## src/rtl/clock_div_n_if.sv

```systemverilog
// -----------------------------------------------------------------------------
// clock_div_n_if
// Control/status bundle for the programmable clock divider.
//   inEnable   : run (1) / freeze (0) the divider
//   inSync     : synchronous phase restart
//   inDivide   : requested divide ratio N (0 and 1 are treated as 2)
//   outClock   : registered divided clock
//   outTick    : one-cycle strobe at the end of each period
//   outRise    : one-cycle strobe when outClock goes 0->1
//   outPeriod  : ratio currently in effect
// The master modport belongs to the controlling logic, the slave modport to
// the divider itself.
// -----------------------------------------------------------------------------
interface clock_div_n_if #(
  parameter int CNT_W = 16
);
  logic             inEnable;
  logic             inSync;
  logic [CNT_W-1:0] inDivide;
  logic             outClock;
  logic             outTick;
  logic             outRise;
  logic [CNT_W-1:0] outPeriod;

  modport master (
    output inEnable,
    output inSync,
    output inDivide,
    input  outClock,
    input  outTick,
    input  outRise,
    input  outPeriod
  );

  modport slave (
    input  inEnable,
    input  inSync,
    input  inDivide,
    output outClock,
    output outTick,
    output outRise,
    output outPeriod
  );
endinterface

```

## src/rtl/clock_div_n.sv

```systemverilog
// -----------------------------------------------------------------------------
// clock_div_n
// Programmable integer clock divider / clock-enable generator.
//   clock50MHz : source clock, all logic on its rising edge
//   inReset    : synchronous active-high reset
//   bus        : clock_div_n_if slave (enable, sync, ratio in; divided clock,
//                end-of-period tick, rising strobe and active ratio out)
// The divided clock is high for floor(N/2) and low for ceil(N/2) cycles of
// each N-cycle period. A new ratio is only picked up on the wrap edge, so the
// running period always completes without a runt phase. Every output comes
// straight from a flop.
// -----------------------------------------------------------------------------
module clock_div_n #(
  parameter int CNT_W = 16
) (
  input  logic          clock50MHz,
  input  logic          inReset,
  clock_div_n_if.slave  bus
);

  // Ratios below 2 cannot form a high and a low phase, so they become 2.
  function automatic logic [CNT_W-1:0] clampRatio(input logic [CNT_W-1:0] ratio);
    if (ratio < CNT_W'(2)) begin
      return CNT_W'(2);
    end else begin
      return ratio;
    end
  endfunction

  logic [CNT_W-1:0] cntReg;
  logic [CNT_W-1:0] perReg;
  logic             clockReg;
  logic             tickReg;
  logic             riseReg;

  logic [CNT_W-1:0] cntNext;
  logic             wrapNext;
  logic             clockNext;

  // Next counter value and next divided-clock level for an enabled edge.
  always_comb begin
    cntNext   = cntReg + CNT_W'(1);
    wrapNext  = 1'b0;
    clockNext = 1'b0;
    if (cntReg == (perReg - CNT_W'(1))) begin
      cntNext  = CNT_W'(0);
      wrapNext = 1'b1;
    end else begin
      wrapNext = 1'b0;
    end
    // High phase is the last floor(per/2) counts of the period; uses the
    // ratio of the period that is still running.
    clockNext = (cntNext >= (perReg - (perReg >> 1)));
  end

  // Divider state: reset/sync restart, enabled advance, or freeze.
  always_ff @(posedge clock50MHz) begin
    if (inReset || bus.inSync) begin
      cntReg   <= CNT_W'(0);
      perReg   <= clampRatio(bus.inDivide);
      clockReg <= 1'b0;
      tickReg  <= 1'b0;
      riseReg  <= 1'b0;
    end else if (bus.inEnable) begin
      cntReg   <= cntNext;
      clockReg <= clockNext;
      tickReg  <= (cntNext == CNT_W'(0));
      riseReg  <= clockNext & ~clockReg;
      if (wrapNext) begin
        perReg <= clampRatio(bus.inDivide);
      end else begin
        perReg <= perReg;
      end
    end else begin
      // Frozen: phase and ratio hold, strobes are suppressed.
      cntReg   <= cntReg;
      perReg   <= perReg;
      clockReg <= clockReg;
      tickReg  <= 1'b0;
      riseReg  <= 1'b0;
    end
  end

  assign bus.outClock  = clockReg;
  assign bus.outTick   = tickReg;
  assign bus.outRise   = riseReg;
  assign bus.outPeriod = perReg;

endmodule

```

## src/flat_wrapper.sv

```systemverilog
// flat-port wrapper written by rule: the top's interface ports become plain ports
module clock_div_n_flat 
#(
  parameter int CNT_W = 16
)
  (clock50MHz, inReset, bus_inEnable, bus_inSync, bus_inDivide, bus_outClock, bus_outTick, bus_outRise, bus_outPeriod);
  clock_div_n_if #(.CNT_W(CNT_W)) bus_i ();
  input  logic clock50MHz;
  input  logic inReset;
  input wire logic [$bits(bus_i.inEnable)-1:0] bus_inEnable;
  input wire logic [$bits(bus_i.inSync)-1:0] bus_inSync;
  input wire logic [$bits(bus_i.inDivide)-1:0] bus_inDivide;
  output wire logic [$bits(bus_i.outClock)-1:0] bus_outClock;
  output wire logic [$bits(bus_i.outTick)-1:0] bus_outTick;
  output wire logic [$bits(bus_i.outRise)-1:0] bus_outRise;
  output wire logic [$bits(bus_i.outPeriod)-1:0] bus_outPeriod;
  assign bus_i.inEnable = bus_inEnable;
  assign bus_i.inSync = bus_inSync;
  assign bus_i.inDivide = bus_inDivide;
  assign bus_outClock = bus_i.outClock;
  assign bus_outTick = bus_i.outTick;
  assign bus_outRise = bus_i.outRise;
  assign bus_outPeriod = bus_i.outPeriod;
  clock_div_n #(.CNT_W(CNT_W)) u_core (.clock50MHz(clock50MHz), .inReset(inReset), .bus(bus_i));
endmodule
```

## config.mk

```make
export PLATFORM = sky130hd
export DESIGN_NAME = clock_div_n_flat
export DESIGN_NICKNAME = d
export VERILOG_FILES = /design/src/rtl/clock_div_n_if.sv /design/src/rtl/clock_div_n.sv /design/src/flat_wrapper.sv
export SDC_FILE = /design/constraint.sdc
export NUM_CORES = 1
export LEC_CHECK = 0
export BUFFER_PORTS_ARGS = -buffer_cell sky130_fd_sc_hd__buf_2
export CAP_MARGIN = 20
export CORE_ASPECT_RATIO = 1.2
export CORE_MARGIN = 3
export CORE_UTILIZATION = 35
export CTS_CLUSTER_SIZE = 40
export DETAILED_ROUTE_END_ITERATION = 7
export PLACE_DENSITY = 0.64
export SETUP_SLACK_MARGIN = 0.2
export SLEW_MARGIN = 20
export SYNTH_ARGS = -nofsm -noshare
export SYNTH_HDL_FRONTEND = slang
export SYNTH_SLANG_ARGS = --single-unit
```

## constraint.sdc

```tcl
create_clock -name clock50MHz -period 4.1 [get_ports clock50MHz]
set_input_delay 0.615 -clock clock50MHz [delete_from_list [all_inputs] [get_ports clock50MHz]]
set_output_delay 0.615 -clock clock50MHz [all_outputs]
set_load 0.05 [all_outputs]
```

==> results.tsv <==
metric	value	unit
synth.ff_latch_count	35	
syn_avg_cell_area	8.322	sq um
synth_cell_types	61	
grt_use_met3	0.02748	
use_met1	0.1845	
max-slew-margin-rel	0.5381	
power_leakage	1.764	nW
hold_depth	1	
htree_levels	2	
dr.pass1.iters	4	
antenna_found_initial	0	
endpoint_kind	flop	
syn_to_final_growth	15.45	%
die_h	116.8	um
track_usage	0.1515	
fin_util	0.4233	
crit_type	flop to flop	
drc_errors	0	
fp-row-count	39	
grt_use_met2	0.2711	
routed_wirelength	8467	um
stdcell_area	0.004131	sq mm
drv_slew	0	
cp-start-kind	flop	
r2r_end	u_core.bus.outRise$_SDFF_PP0_	
grt_pass1_vias	3017	
clock_latency	0.28	ns
synth_edf_count	16	
fin_crit	3.805	ns
intPower	0.8065	mW
floorplan.initialDensity	0.3667	
die_w	98.31	um
status	completed	
combPwrFrac	0.389	
tightest_slew	0.6911	ns
instances_no_fill	586	
finalCritPeriodShare	0.9281	
path_clk_slew	0.05	ns
fin_nets	531	
drtIter0Drc	96	
crit_required	4.29	ns
die_area	0.01148	sq mm
critPathTopFamily	compound AO/OA/AOI/OAI gates	
place.gp.congestion	0.8087	
max_stage_delay	0.46	ns
cts_buffers	5	
viasPerCell	5.205	
io_buffers	38	
grt.busiest_layer	met2	
vias	3050	
cts_sinks	35	
reg2reg_slack	0.29	ns
hp-class	flop to flop	
hold_violations	0	
min-delay-start	u_core.bus.outClock$_SDFFE_PP0P_	
cts_root_buffer	clkbuf_16	
max-clock-path-buffers	2	
core_area	0.009759	sq mm
placed_area	0.003865	sq mm
max_cap_viol_count	0	
gr-total-overflow	0	
r2r_cells	18	
power	1.254	mW
syn_inst	430	
dp.cells	569	
dp_hpwl	6713	um
fin_skew	0.003016	ns
max_freq	262.8	MHz
sw_frac_of_total	0.3566	
grt_pass1_wl	14120	um
crit_buf_inv	1	
crit_arrival	4.00	ns
setup_viol	0	
layout.cells.most_common	ha_1	
cts_tree	yes	
drive_gt1_frac	0.2246	
rr_startpoint	u_core.bus.outPeriod[1]$_SDFFCE_PN1P_	
synth_largest_area_cell	ha_1	
synth_area_leaders	ha_1, edfxtp_1, dfxtp_1, xnor2_1, nor2_1	
p_seq_frac	0.318	
peakVddDrop	0.1959	mV
rsz0062_at_grt	true	
wire_per_inst	14.45	um
yosysSeqAreaShare	0.2406	
final_antenna_net_count	0	
yosys_warnings	0	
synth_async_sr_flop_share	0	
pwr-share-clk	0.293	
p_switching	0.4470	mW
p_per_area	303.4	mW/mm^2
antenna_cells	0	
synth_ff_type	dfxtp_1	
synth_area	0.003578	sq mm
synth_top_cell_area_share	0.1678	
hold_end	u_core.bus.outRise$_SDFF_PP0_	
boundaryPins	39	
final_cell_mix	ha_1, nor2_1, xnor2_1, buf_2, inv_1	
grt_max_degree	24	
path_cells	ha_2, inv_1, fa_2, nor2b_2, o21ai_2, a21oi_2, o41a_1, a211oi_2, o31ai_1, a21oi_1, xor2_1, ha_1, nand3_2, nor2_2, nand3_2, o21ai_2, o41ai_2, a211oi_1	
cp_slowest_cell	edfxtp_1	
path_max_fanout	5	
syn_nets	499	
-- cells by family (layout without fill, tap and decap cells) --
| logic type | after synthesis | count (layout) | share of synthesized area |
|---|---|---|---|
| AND/OR/NAND/NOR | 149 | 149 | 0.2259 |
| multiplexers | 1 | 1 | 0.002797 |
| flip-flops | 35 | 35 | 0.2406 |
| adder cells (fa/ha/maj) | 49 | 49 | 0.1734 |
| buffers and inverters | 66 | 99 | 0.08147 |
| XOR/XNOR | 54 | 54 | 0.1343 |
| AO/OA/AOI/OAI | 76 | 76 | 0.1416 |
-- cells in the mapped netlist (4+ instances only) --
library cell,number
ha_1,48
nor2_1,45
xnor2_1,42
inv_1,31
nand2_1,25
a21oi_1,20
clkbuf_1,19
dfxtp_1,19
o21ai_0,17
edfxtp_1,16
nand3_1,11
xor2_1,11
nor3_1,10
nor4_1,8
nor2b_1,7
a22oi_1,6
and3_1,6
nand3b_1,6
a31oi_1,5
and2_1,5
buf_2,5
nand2b_1,5
nand4_1,4
o21ai_1,4
-- per-stage QoR --
| step | TNS [ns] | hold slack [ns] | setup WS [ns] |
|---|---|---|---|
| floorplan | 0 | 0.4878 | 0.2072 |
| finish | 0 | 0.4384 | 0.2948 |
| global route | 0 | 0.4720 | 0.1220 |
| CTS | 0 | 0.4409 | 0.2016 |
| detailed placement | -0.1140 | 0.4326 | -0.06078 |
| global placement | 0 | 0.4241 | 0.09058 |
-- how the worst max path moves through the flow --
stage	from	endpoint	slack, ns	depth (start not counted)
3_3_place_gp	u_core.bus.outPeriod[0]$_SDFFCE_PN0P_	u_core.bus.outClock$_SDFFE_PP0P_	0.09	19
5_1_grt	u_core.bus.outPeriod[1]$_SDFFCE_PN1P_	u_core.bus.outRise$_SDFF_PP0_	0.12	18
4_1_cts	u_core.bus.outPeriod[0]$_SDFFCE_PN0P_	u_core.bus.outRise$_SDFF_PP0_	0.20	19
2_1_floorplan	u_core.bus.outPeriod[1]$_SDFFCE_PN1P_	u_core.bus.outRise$_SDFF_PP0_	0.21	18
3_5_place_dp	u_core.bus.outPeriod[0]$_SDFFCE_PN0P_	u_core.bus.outRise$_SDFF_PP0_	-0.06	19
6_report	u_core.bus.outPeriod[1]$_SDFFCE_PN1P_	u_core.bus.outRise$_SDFF_PP0_	0.29	18
-- cell type report --
cell class                 count  area [sq um]
clock inverter                 1         5.005
multi-input combinational    329          2507
fill                         986          5628
inverter                      31         116.4
clock buffer                   7         132.6
timing repair buffer          60         355.3
sequential                    35         860.8
tap                          123         153.9
-- layer usage --
layer  up-vias  wire length, um
met5         -                0
met4         0              161
met3        16              327
met2        71             4330
met1      1414             3649
li1       1549                -
-- timing repair --
item,CTS,global route
hold buffers,0,0
setup endpoints to repair,2,2
setup buffers,1,8
pin swaps,2,3
gates resized for setup,7,13
-- power groups by stage --
stage | clock network (mW) | registers, mW | logic (mW)
6_report | 0.367 | 0.399 | 0.488
3_5_place_dp | 0 | 0.406 | 0.456
3_3_place_gp | 0 | 0.406 | 0.443
5_1_grt | 0.385 | 0.402 | 0.543
2_1_floorplan | 0 | 0.461 | 0.289
4_1_cts | 0.375 | 0.399 | 0.465
-- state kept, by name, indices dropped and copies added, names as in the netlist --
signal / cells
u_core.bus.outRise: 1
u_core.bus.outTick: 1
u_core.bus.outPeriod: 16
u_core.bus.outClock: 1
u_core.cntReg: 16
(Power assumes the default switching activity.)
